[src/rtl/mem_bus_arbiter_if.sv]
// ---------------------------------------------------------------------------
// mem_bus_arbiter_if
//   Bundles the two picorv32-style master ports (m0 = CPU, m1 = DMA), the
//   shared slave port and the arbiter status outputs into one interface.
//
//   Handshake (all ports): a requester raises *_valid with addr/wdata/wstrb
//   stable and holds them until the responder pulses *_ready for exactly one
//   cycle; *_rdata is only meaningful in that cycle. wstrb == 0 means read.
//
//   Modports:
//     master : the arbiter's view (it drives the slave bus and the master
//              responses).
//     slave  : the surrounding system's view (masters and slave decoder).
// ---------------------------------------------------------------------------
interface mem_bus_arbiter_if;
  logic        m0_valid;
  logic [31:0] m0_addr;
  logic [31:0] m0_wdata;
  logic [3:0]  m0_wstrb;
  logic        m0_ready;
  logic [31:0] m0_rdata;

  logic        m1_valid;
  logic [31:0] m1_addr;
  logic [31:0] m1_wdata;
  logic [3:0]  m1_wstrb;
  logic        m1_ready;
  logic [31:0] m1_rdata;

  logic        s_valid;
  logic [31:0] s_addr;
  logic [31:0] s_wdata;
  logic [3:0]  s_wstrb;
  logic        s_ready;
  logic [31:0] s_rdata;

  logic        grant;
  logic        busy;
  logic        timeout_err;

  modport master (
    input  m0_valid, m0_addr, m0_wdata, m0_wstrb,
    output m0_ready, m0_rdata,
    input  m1_valid, m1_addr, m1_wdata, m1_wstrb,
    output m1_ready, m1_rdata,
    output s_valid, s_addr, s_wdata, s_wstrb,
    input  s_ready, s_rdata,
    output grant, busy, timeout_err
  );

  modport slave (
    output m0_valid, m0_addr, m0_wdata, m0_wstrb,
    input  m0_ready, m0_rdata,
    output m1_valid, m1_addr, m1_wdata, m1_wstrb,
    input  m1_ready, m1_rdata,
    input  s_valid, s_addr, s_wdata, s_wstrb,
    output s_ready, s_rdata,
    input  grant, busy, timeout_err
  );
endinterface

[src/rtl/mem_bus_arbiter.sv]
// ---------------------------------------------------------------------------
// mem_bus_arbiter
//   Two-master round-robin arbiter for the picorv32 native memory bus.
//   One transaction per grant; a watchdog force-completes transactions the
//   slave never acknowledges.
//
// Ports:
//   clk_cpu  : clock, rising edge
//   n_reset  : asynchronous active-low reset
//   bus      : mem_bus_arbiter_if.master -- m0_*/m1_* master ports, s_*
//              slave port, grant/busy/timeout_err status
//
// The FSM state is directly observable: busy == (state_q == BUSY), and
// grant reflects grant_q.
// ---------------------------------------------------------------------------
module mem_bus_arbiter #(
  parameter int unsigned TIMEOUT_CYCLES = 1024,
  parameter logic [31:0] TIMEOUT_RDATA  = 32'hDEADBEEF
) (
  input  logic               clk_cpu,
  input  logic               n_reset,
  mem_bus_arbiter_if.master  bus
);

  localparam int CW = (TIMEOUT_CYCLES == 0) ? 1 : $clog2(TIMEOUT_CYCLES + 1);
  localparam logic [CW-1:0] TO_LAST = CW'(TIMEOUT_CYCLES - 1);
  localparam logic [CW-1:0] CNT_MAX = '1;
  localparam bit            WD_EN   = (TIMEOUT_CYCLES != 0);

  typedef enum logic {IDLE = 1'b0, BUSY = 1'b1} state_e;

  state_e        state_q, state_d;
  logic          grant_q, grant_d;
  logic          last_q,  last_d;
  logic [CW-1:0] cnt_q,   cnt_d;

  logic          in_busy;
  logic          g_valid;
  logic          done;
  logic          fire;
  logic          abort;
  logic          pick;
  logic [31:0]   resp_data;

  // Transaction status, decoded from registered state plus live inputs.
  always_comb begin
    in_busy = (state_q == BUSY);
    g_valid = grant_q ? bus.m1_valid : bus.m0_valid;
    done    = in_busy && bus.s_ready;
    // s_ready has priority over the watchdog in the same cycle.
    fire    = WD_EN && in_busy && g_valid && !bus.s_ready && (cnt_q == TO_LAST);
    abort   = in_busy && !g_valid && !bus.s_ready;
    // Tie goes to the master that did not win last time.
    if (bus.m0_valid && bus.m1_valid) pick = ~last_q;
    else                              pick = bus.m1_valid;
  end

  always_comb begin
    state_d = state_q;
    grant_d = grant_q;
    last_d  = last_q;
    cnt_d   = cnt_q;
    case (state_q)
      IDLE: begin
        cnt_d = '0;
        if (bus.m0_valid || bus.m1_valid) begin
          state_d = BUSY;
          grant_d = pick;
          last_d  = pick;
        end
      end
      BUSY: begin
        if (done || fire || abort) begin
          state_d = IDLE;
          cnt_d   = '0;
        end else if (cnt_q != CNT_MAX) begin
          cnt_d = cnt_q + 1'b1;
        end
      end
      default: begin
        state_d = IDLE;
        cnt_d   = '0;
      end
    endcase
  end

  always_ff @(posedge clk_cpu or negedge n_reset) begin
    if (!n_reset) begin
      state_q <= IDLE;
      grant_q <= 1'b0;
      last_q  <= 1'b1;
      cnt_q   <= '0;
    end else begin
      state_q <= state_d;
      grant_q <= grant_d;
      last_q  <= last_d;
      cnt_q   <= cnt_d;
    end
  end

  // Slave-side mux and master responses are combinational so completion
  // reaches the master in the same cycle the slave acknowledges.
  always_comb begin
    resp_data       = fire ? TIMEOUT_RDATA : bus.s_rdata;
    bus.s_valid     = in_busy && g_valid && !fire;
    bus.s_addr      = '0;
    bus.s_wdata     = '0;
    bus.s_wstrb     = '0;
    if (in_busy) begin
      bus.s_addr  = grant_q ? bus.m1_addr  : bus.m0_addr;
      bus.s_wdata = grant_q ? bus.m1_wdata : bus.m0_wdata;
      bus.s_wstrb = grant_q ? bus.m1_wstrb : bus.m0_wstrb;
    end
    bus.m0_ready    = (done || fire) && !grant_q;
    bus.m1_ready    = (done || fire) &&  grant_q;
    bus.m0_rdata    = bus.m0_ready ? resp_data : 32'h0;
    bus.m1_rdata    = bus.m1_ready ? resp_data : 32'h0;
    bus.grant       = grant_q;
    bus.busy        = in_busy;
    bus.timeout_err = fire;
  end

endmodule

[src/flat_wrapper.sv]
// flat-port wrapper written by rule: the top's interface ports become plain ports
module mem_bus_arbiter_flat 
#(
  parameter int unsigned TIMEOUT_CYCLES = 1024,
  parameter logic [31:0] TIMEOUT_RDATA  = 32'hDEADBEEF
)
  (clk_cpu, n_reset, bus_m0_valid, bus_m0_addr, bus_m0_wdata, bus_m0_wstrb, bus_m0_ready, bus_m0_rdata, bus_m1_valid, bus_m1_addr, bus_m1_wdata, bus_m1_wstrb, bus_m1_ready, bus_m1_rdata, bus_s_valid, bus_s_addr, bus_s_wdata, bus_s_wstrb, bus_s_ready, bus_s_rdata, bus_grant, bus_busy, bus_timeout_err);
  mem_bus_arbiter_if bus_i ();
  input  logic clk_cpu;
  input  logic n_reset;
  input wire logic [$bits(bus_i.m0_valid)-1:0] bus_m0_valid;
  input wire logic [$bits(bus_i.m0_addr)-1:0] bus_m0_addr;
  input wire logic [$bits(bus_i.m0_wdata)-1:0] bus_m0_wdata;
  input wire logic [$bits(bus_i.m0_wstrb)-1:0] bus_m0_wstrb;
  output wire logic [$bits(bus_i.m0_ready)-1:0] bus_m0_ready;
  output wire logic [$bits(bus_i.m0_rdata)-1:0] bus_m0_rdata;
  input wire logic [$bits(bus_i.m1_valid)-1:0] bus_m1_valid;
  input wire logic [$bits(bus_i.m1_addr)-1:0] bus_m1_addr;
  input wire logic [$bits(bus_i.m1_wdata)-1:0] bus_m1_wdata;
  input wire logic [$bits(bus_i.m1_wstrb)-1:0] bus_m1_wstrb;
  output wire logic [$bits(bus_i.m1_ready)-1:0] bus_m1_ready;
  output wire logic [$bits(bus_i.m1_rdata)-1:0] bus_m1_rdata;
  output wire logic [$bits(bus_i.s_valid)-1:0] bus_s_valid;
  output wire logic [$bits(bus_i.s_addr)-1:0] bus_s_addr;
  output wire logic [$bits(bus_i.s_wdata)-1:0] bus_s_wdata;
  output wire logic [$bits(bus_i.s_wstrb)-1:0] bus_s_wstrb;
  input wire logic [$bits(bus_i.s_ready)-1:0] bus_s_ready;
  input wire logic [$bits(bus_i.s_rdata)-1:0] bus_s_rdata;
  output wire logic [$bits(bus_i.grant)-1:0] bus_grant;
  output wire logic [$bits(bus_i.busy)-1:0] bus_busy;
  output wire logic [$bits(bus_i.timeout_err)-1:0] bus_timeout_err;
  assign bus_i.m0_valid = bus_m0_valid;
  assign bus_i.m0_addr = bus_m0_addr;
  assign bus_i.m0_wdata = bus_m0_wdata;
  assign bus_i.m0_wstrb = bus_m0_wstrb;
  assign bus_m0_ready = bus_i.m0_ready;
  assign bus_m0_rdata = bus_i.m0_rdata;
  assign bus_i.m1_valid = bus_m1_valid;
  assign bus_i.m1_addr = bus_m1_addr;
  assign bus_i.m1_wdata = bus_m1_wdata;
  assign bus_i.m1_wstrb = bus_m1_wstrb;
  assign bus_m1_ready = bus_i.m1_ready;
  assign bus_m1_rdata = bus_i.m1_rdata;
  assign bus_s_valid = bus_i.s_valid;
  assign bus_s_addr = bus_i.s_addr;
  assign bus_s_wdata = bus_i.s_wdata;
  assign bus_s_wstrb = bus_i.s_wstrb;
  assign bus_i.s_ready = bus_s_ready;
  assign bus_i.s_rdata = bus_s_rdata;
  assign bus_grant = bus_i.grant;
  assign bus_busy = bus_i.busy;
  assign bus_timeout_err = bus_i.timeout_err;
  mem_bus_arbiter #(.TIMEOUT_CYCLES(TIMEOUT_CYCLES), .TIMEOUT_RDATA(TIMEOUT_RDATA)) u_core (.clk_cpu(clk_cpu), .n_reset(n_reset), .bus(bus_i));
endmodule
[config.mk]
export PLATFORM = sky130hd
export DESIGN_NAME = mem_bus_arbiter_flat
export DESIGN_NICKNAME = d
export VERILOG_FILES = /design/src/rtl/mem_bus_arbiter_if.sv /design/src/rtl/mem_bus_arbiter.sv /design/src/flat_wrapper.sv
export SDC_FILE = /design/constraint.sdc
export NUM_CORES = 1
export LEC_CHECK = 0
export BUFFER_PORTS_ARGS = -buffer_cell sky130_fd_sc_hd__buf_4
export CAP_MARGIN = 20
export CORE_AREA = 5 5 119 121
export DETAILED_ROUTE_END_ITERATION = 7
export DIE_AREA = 0 0 124 126
export SYNTH_ARGS = -nofsm -noshare
export SYNTH_HDL_FRONTEND = slang
export SYNTH_SLANG_ARGS = --single-unit
[constraint.sdc]
create_clock -name clk_cpu -period 1.9 [get_ports clk_cpu]
set_input_delay 0.285 -clock clk_cpu [delete_from_list [all_inputs] [get_ports clk_cpu]]
set_output_delay 0.285 -clock clk_cpu [all_outputs]
set_load 0.02 [all_outputs]
# Yosys cells after proc, flatten, opt, wreduce, memory -nomap -nowiden
# Cells that the tools add are included.
[totals]
regBits = 14
input_bits = 173
word_cells = 45
[op_classes]
n_addsub = 1
n_eq_ne = 3
n_mux = 17
bitwise_logic = 2
reduce_logical = 18
[ops]
columns = ["op", "count"]
rows = [
  ["32-bit 2-to-1 mux", 7],
  ["11-bit 2-to-1 mux", 2],
  ["11-bit one-hot mux with 2 select lines", 1],
  ["11-bit by 1-bit adder with 11-bit output (second input constant)", 1],
  ["11-bit by 10-bit == test with 1-bit output (second input constant)", 1],
  ["11-bit != test (second input constant)", 1],
  ["1-bit logical AND", 10],
  ["4-bit 2-to-1 mux", 2],
  ["1-bit zero test", 4],
  ["1-bit 2-to-1 mux", 4],
  ["1-bit logical OR", 3],
  ["3-bit != test (second input constant)", 1],
  ["1-bit NOT", 2],
  ["1-bit one-hot mux with 2 select lines", 1],
  ["2-bit AND reduction", 1],
]

# Logic depth before layout (Yosys ltp)
[depth]
word_depth = 8
ltp_mapped = 7
mapped_depth_nobuf = 5

# Least setup slack after synthesis
# No wires, ideal clock.
[synth_path]
path_type = "reg2out"
from = "register u_core.cnt_q[0]"
to = "output port bus_m0_rdata[10]"
t_arrival_ns = 1.887
setup_slack_ns = -0.272
stages_incl_launch_ff = 8
n_path_buf = 2
cell_sequence = "dfrtp_1 -> ha_1 -> nand4_2 -> nor3_4 -> buf_6 -> buf_6 -> a21oi_1 -> nor3_1"
[synth_between]
elab_chain_len = 5
elab_cells_between_ends = 6
cone_classes = "eq/ne: 1; mux: 2; reduce/logical: 3"
[synth_rtl]
columns = ["element", "line_no", "source"]
rows = [
  ["start, declared", "mem_bus_arbiter.sv:35", "logic [CW-1:0] cnt_q, cnt_d;"],
  ["start signal, assigned", "mem_bus_arbiter.sv:97", "cnt_q <= cnt_d;"],
  ["11-bit by 10-bit == test with 1-bit output (*)", "mem_bus_arbiter.sv:51", "fire = WD_EN && in_busy && g_valid && !bus.s_ready && (cnt_q == TO_LAST);"],
  ["1-bit logical AND (*)", "mem_bus_arbiter.sv:51", ""],
  ["1-bit logical OR", "mem_bus_arbiter.sv:114", "bus.m0_ready = (done || fire) && !grant_q;"],
  ["1-bit logical AND", "mem_bus_arbiter.sv:114", ""],
  ["32-bit 2-to-1 mux (*)", "mem_bus_arbiter.sv:116", "bus.m0_rdata = bus.m0_ready ? resp_data : 32'h0;"],
  ["end, declared", "flat_wrapper.sv:16", "output wire logic [$bits(bus_i.m0_rdata)-1:0] bus_m0_rdata;"],
]
# Mark *: on every way between the ends. The rest lies on a longest branch, timed or not.

# Final worst setup path
[layout_path]
from = "register u_core.grant_q (netlist: u_core.bus.grant)"
to = "output port bus_m1_rdata[12]"
[layout_between]
elab_chain_len = 7
elab_cells_between_ends = 8
cone_classes = "mux: 3; reduce/logical: 5"
[layout_rtl]
columns = ["element", "line_no", "source"]
rows = [
  ["start, declared", "mem_bus_arbiter.sv:33", "logic grant_q, grant_d;"],
  ["start signal, assigned", "mem_bus_arbiter.sv:95", "grant_q <= grant_d;"],
  ["1-bit 2-to-1 mux", "mem_bus_arbiter.sv:48", "g_valid = grant_q ? bus.m1_valid : bus.m0_valid;"],
  ["1-bit logical AND (3 in series)", "mem_bus_arbiter.sv:51", ""],
  ["1-bit logical OR", "mem_bus_arbiter.sv:115", "bus.m1_ready = (done || fire) && grant_q;"],
  ["1-bit logical AND", "mem_bus_arbiter.sv:115", ""],
  ["32-bit 2-to-1 mux (*)", "mem_bus_arbiter.sv:117", "bus.m1_rdata = bus.m1_ready ? resp_data : 32'h0;"],
  ["end, declared", "flat_wrapper.sv:22", "output wire logic [$bits(bus_i.m1_rdata)-1:0] bus_m1_rdata;"],
]
# Marks and branches as above.

==> flow_summary.yaml <==
run_status:
  status: "complete, but fails checks"
  failed_checks: "setup timing"
hold_path:
  hold_path.class: "in2reg"
  worstHoldStart: "bus_m1_valid"
  holdPathStages: 3
  hold_path_end: "u_core.last_q"
grt:
  grt_use_total_pct: 17.6
  antenna_found_initial: 0
  grt_first_pass_wirelength_um: 22000
  grt_pass1_vias: 4067
  grt_overflow: 0
  grt_max_degree: 72
clock_tree:
  cts.clk_slew.worst_paths_ns: 0.05
  clock_latency_ns: 0.24
  clk_path_buf_depth: 2
  cts_tree: "done"
  cts.sinks: 14
  cts_max_level: 1
  root_buffer: "clkbuf_16"
  numCtsBuffers: 3
detailed_routing:
  wl_per_cell_um: 18.4
  drt_pre_antenna_iters: 4
  drt_iter0_markers: 98
  detail-route-antenna-nets: 0
  totalWireLength_um: 16100
  drc: 0
  vias: 3925
  viasPerCell: 4.51
place:
  post-dp-hpwl_um: 12000
  gp_congestion: 0.956
  dpl_worst_slack_ns: -0.246
  port_buffers: 310
  numPlacedInstances: 838
finish:
  nets: 870
  area_delta_synth_final_pct: 164
  multi_input_area_um2: 2590
  seq_area_um2: 357
  fillCellCount: 1159
  final_common_cell: "buf_4"
  num_antenna_cells: 0
  final_cell_mix: "307 x buf_4, 68 x mux2i_1, 64 x nor2b_1"
  stdcell_count: 871
  drive_gt1_share_pct: 71.1
floorplanning:
  initial_core_util_pct: 19.8
  die_area_um2: 15600
  die_h_um: 126
  design.core.area_um2: 13000
  rows: 42
  fp.dieW_um: 124
  ios: 311
timing:
  maxSlewHeadroom_pct: 62.9
  fin_crit_sh_pct: 119
  tns_ns: -24.33
  hold_viol: 0
  setup_ws_ns: -0.366
  tightestPinTransition_ns: 0.557
  drv_slew: 0
  fin_skew_ns: 0.00106
  rsz0062_at_grt: "true"
  setup_viol: 104
  min_period_ns: 2.27
  fmax_mhz: 441
worst_setup_path:
  ff2ff_setup_slack_ns: 0.16
  crit_type: "reg2out"
  worstPathCellList: "mux2i_1 > and3b_2 > buf_6 > a21boi_4 > buf_12 > buf_16 > nor3_2 > buf_4"
  reg2reg_to: "u_core.cnt_q[8]"
  crit_arrival_ns: 1.98
  worstPathMaxFanout: 9
  r2r_start: "u_core.bus.grant"
  crit_path_start_kind: "register"
  cp_slowest_cell: "dfrtp_4"
  max_stage_delay_ns: 0.47
  r2r_cells: 6
  cp-end-kind: "primary output"
  required_ns: 1.62
logic_synthesis:
  synth-edff-count: 0
  syn_area_um2: 2570
  ys_ff_latch: 14
  synth_flop_cell: "dfrtp_1"
  avgSynthCellArea_um2: 7.61
  synth_warnings: 0
  synth_cells: 338
  synth-async-reset-ratio_pct: 100
  syn-num-nets: 512
  ys_types: 39
  ys_seq_area_share_pct: 13.7
job:
  max_cap_violations: 0
power:
  power.density_nw_per_um2: 974
  peakVddDrop_mv: 0.533
  leakagePower_nw: 3.34
cell type report:
type / instances / area share [%]
timing repair buffer: 386 / 52.0
inverter: 1 / 0.0553
sequential: 14 / 5.26
multi-input combinational: 290 / 38.2
tap: 176 / 3.25
clock buffer: 4 / 1.31
flip-flops by register name, summed over array words and instances (netlist names):
| register | count |
|---|---|
| u_core.bus.busy | 1 |
| u_core.bus.grant | 1 |
| u_core.cnt_q | 11 |
| u_core.last_q | 1 |
worst max-delay path: cells and delay by family, from the launching register on:
kind,cells,cell delay (ns)
buf+inv,4,0.62
compound gates,1,0.16
mux,1,0.18
flops,1,0.47
simple gates,2,0.30
synth_stat cells (2+ instances only):
master	instances	area share (%)
xor2_1	4	1.4
o21ai_0	3	0.58
clkbuf_1	13	1.9
and4_1	3	1.0
nor2_1	12	1.7
mux2i_1	70	27
buf_4	5	1.5
nand2_1	5	0.73
nor3_1	50	9.7
and2_1	17	4.1
buf_6	3	1.3
o31ai_1	3	0.87
a21oi_1	28	5.4
a211oi_4	2	1.6
dfrtp_1	13	13
buf_2	11	2.1
nand2b_1	3	0.73
nor2b_1	68	17
and3_1	3	0.73
nand3_1	3	0.58
repair_timing:
item,CTS,global route
pin swaps,20,24
buffers inserted,10,8
setup endpoints to repair,136,123
hold buffers,1,0
gates resized for setup,69,42
cloned,5,11
endpoints found under the hold margin,13,0
where the power goes:
part / internal (mW) / switching [mW]
combinational: 2.91 / 2.89
clock: 0.318 / 0.115
sequential: 0.350 / 0.0273
total: 3.58 / 3.03
stage by stage:
step	hold WS (ns)	power [mW]	utilization (%)	instance area, um2
final	0.338	6.61	52.3	6780
after global routing	0.361	6.95	52.3	6780
after CTS	0.333	5.92	48.8	6330
after detailed placement	0.148	4.94	44.2	5730
after global placement	0.146	4.89	44.2	5730
after floorplan	-0.0106	3.17	-	3000
how the worst max path moves through the flow:
stage,start,end,slack [ns],cells after the start
2_1_floorplan,u_core.cnt_q[0],bus_m0_rdata[10],-0.06,7
3_3_place_gp,u_core.bus.grant,bus_m0_rdata[8],-0.20,6
3_5_place_dp,u_core.bus.grant,bus_m0_rdata[4],-0.25,6
4_1_cts,u_core.cnt_q[0],bus_m1_rdata[21],-0.38,9
5_1_grt,u_core.cnt_q[1],bus_m1_rdata[23],-0.46,10
6_report,u_core.bus.grant,bus_m1_rdata[12],-0.37,8
kinds of logic after synthesis:
kind of cell / count (synthesis) / synth area share (%)
AND/OR/NAND/NOR: 171 / 38.6
multiplexers: 70 / 27.2
AO/OA/AOI/OAI: 43 / 10.8
buffers and inverters: 34 / 7.54
flip-flops: 14 / 13.7
XOR/XNOR: 5 / 1.70
adder cells (fa/ha/maj): 1 / 0.486
metal layers:
metal / part of all wire, % / vias up / GRT usage [%] / routed length, um
li1: - / 1907 / - / -
met1: 34 / 1808 / 18.9 / 5520
met2: 55 / 196 / 33.9 / 8770
met3: 9.1 / 14 / 4.53 / 1460
met4: 1.9 / 0 / 3.80 / 307
met5: 0 / - / 0 / 0
No activity file was read; power rests on OpenSTA's default activity.
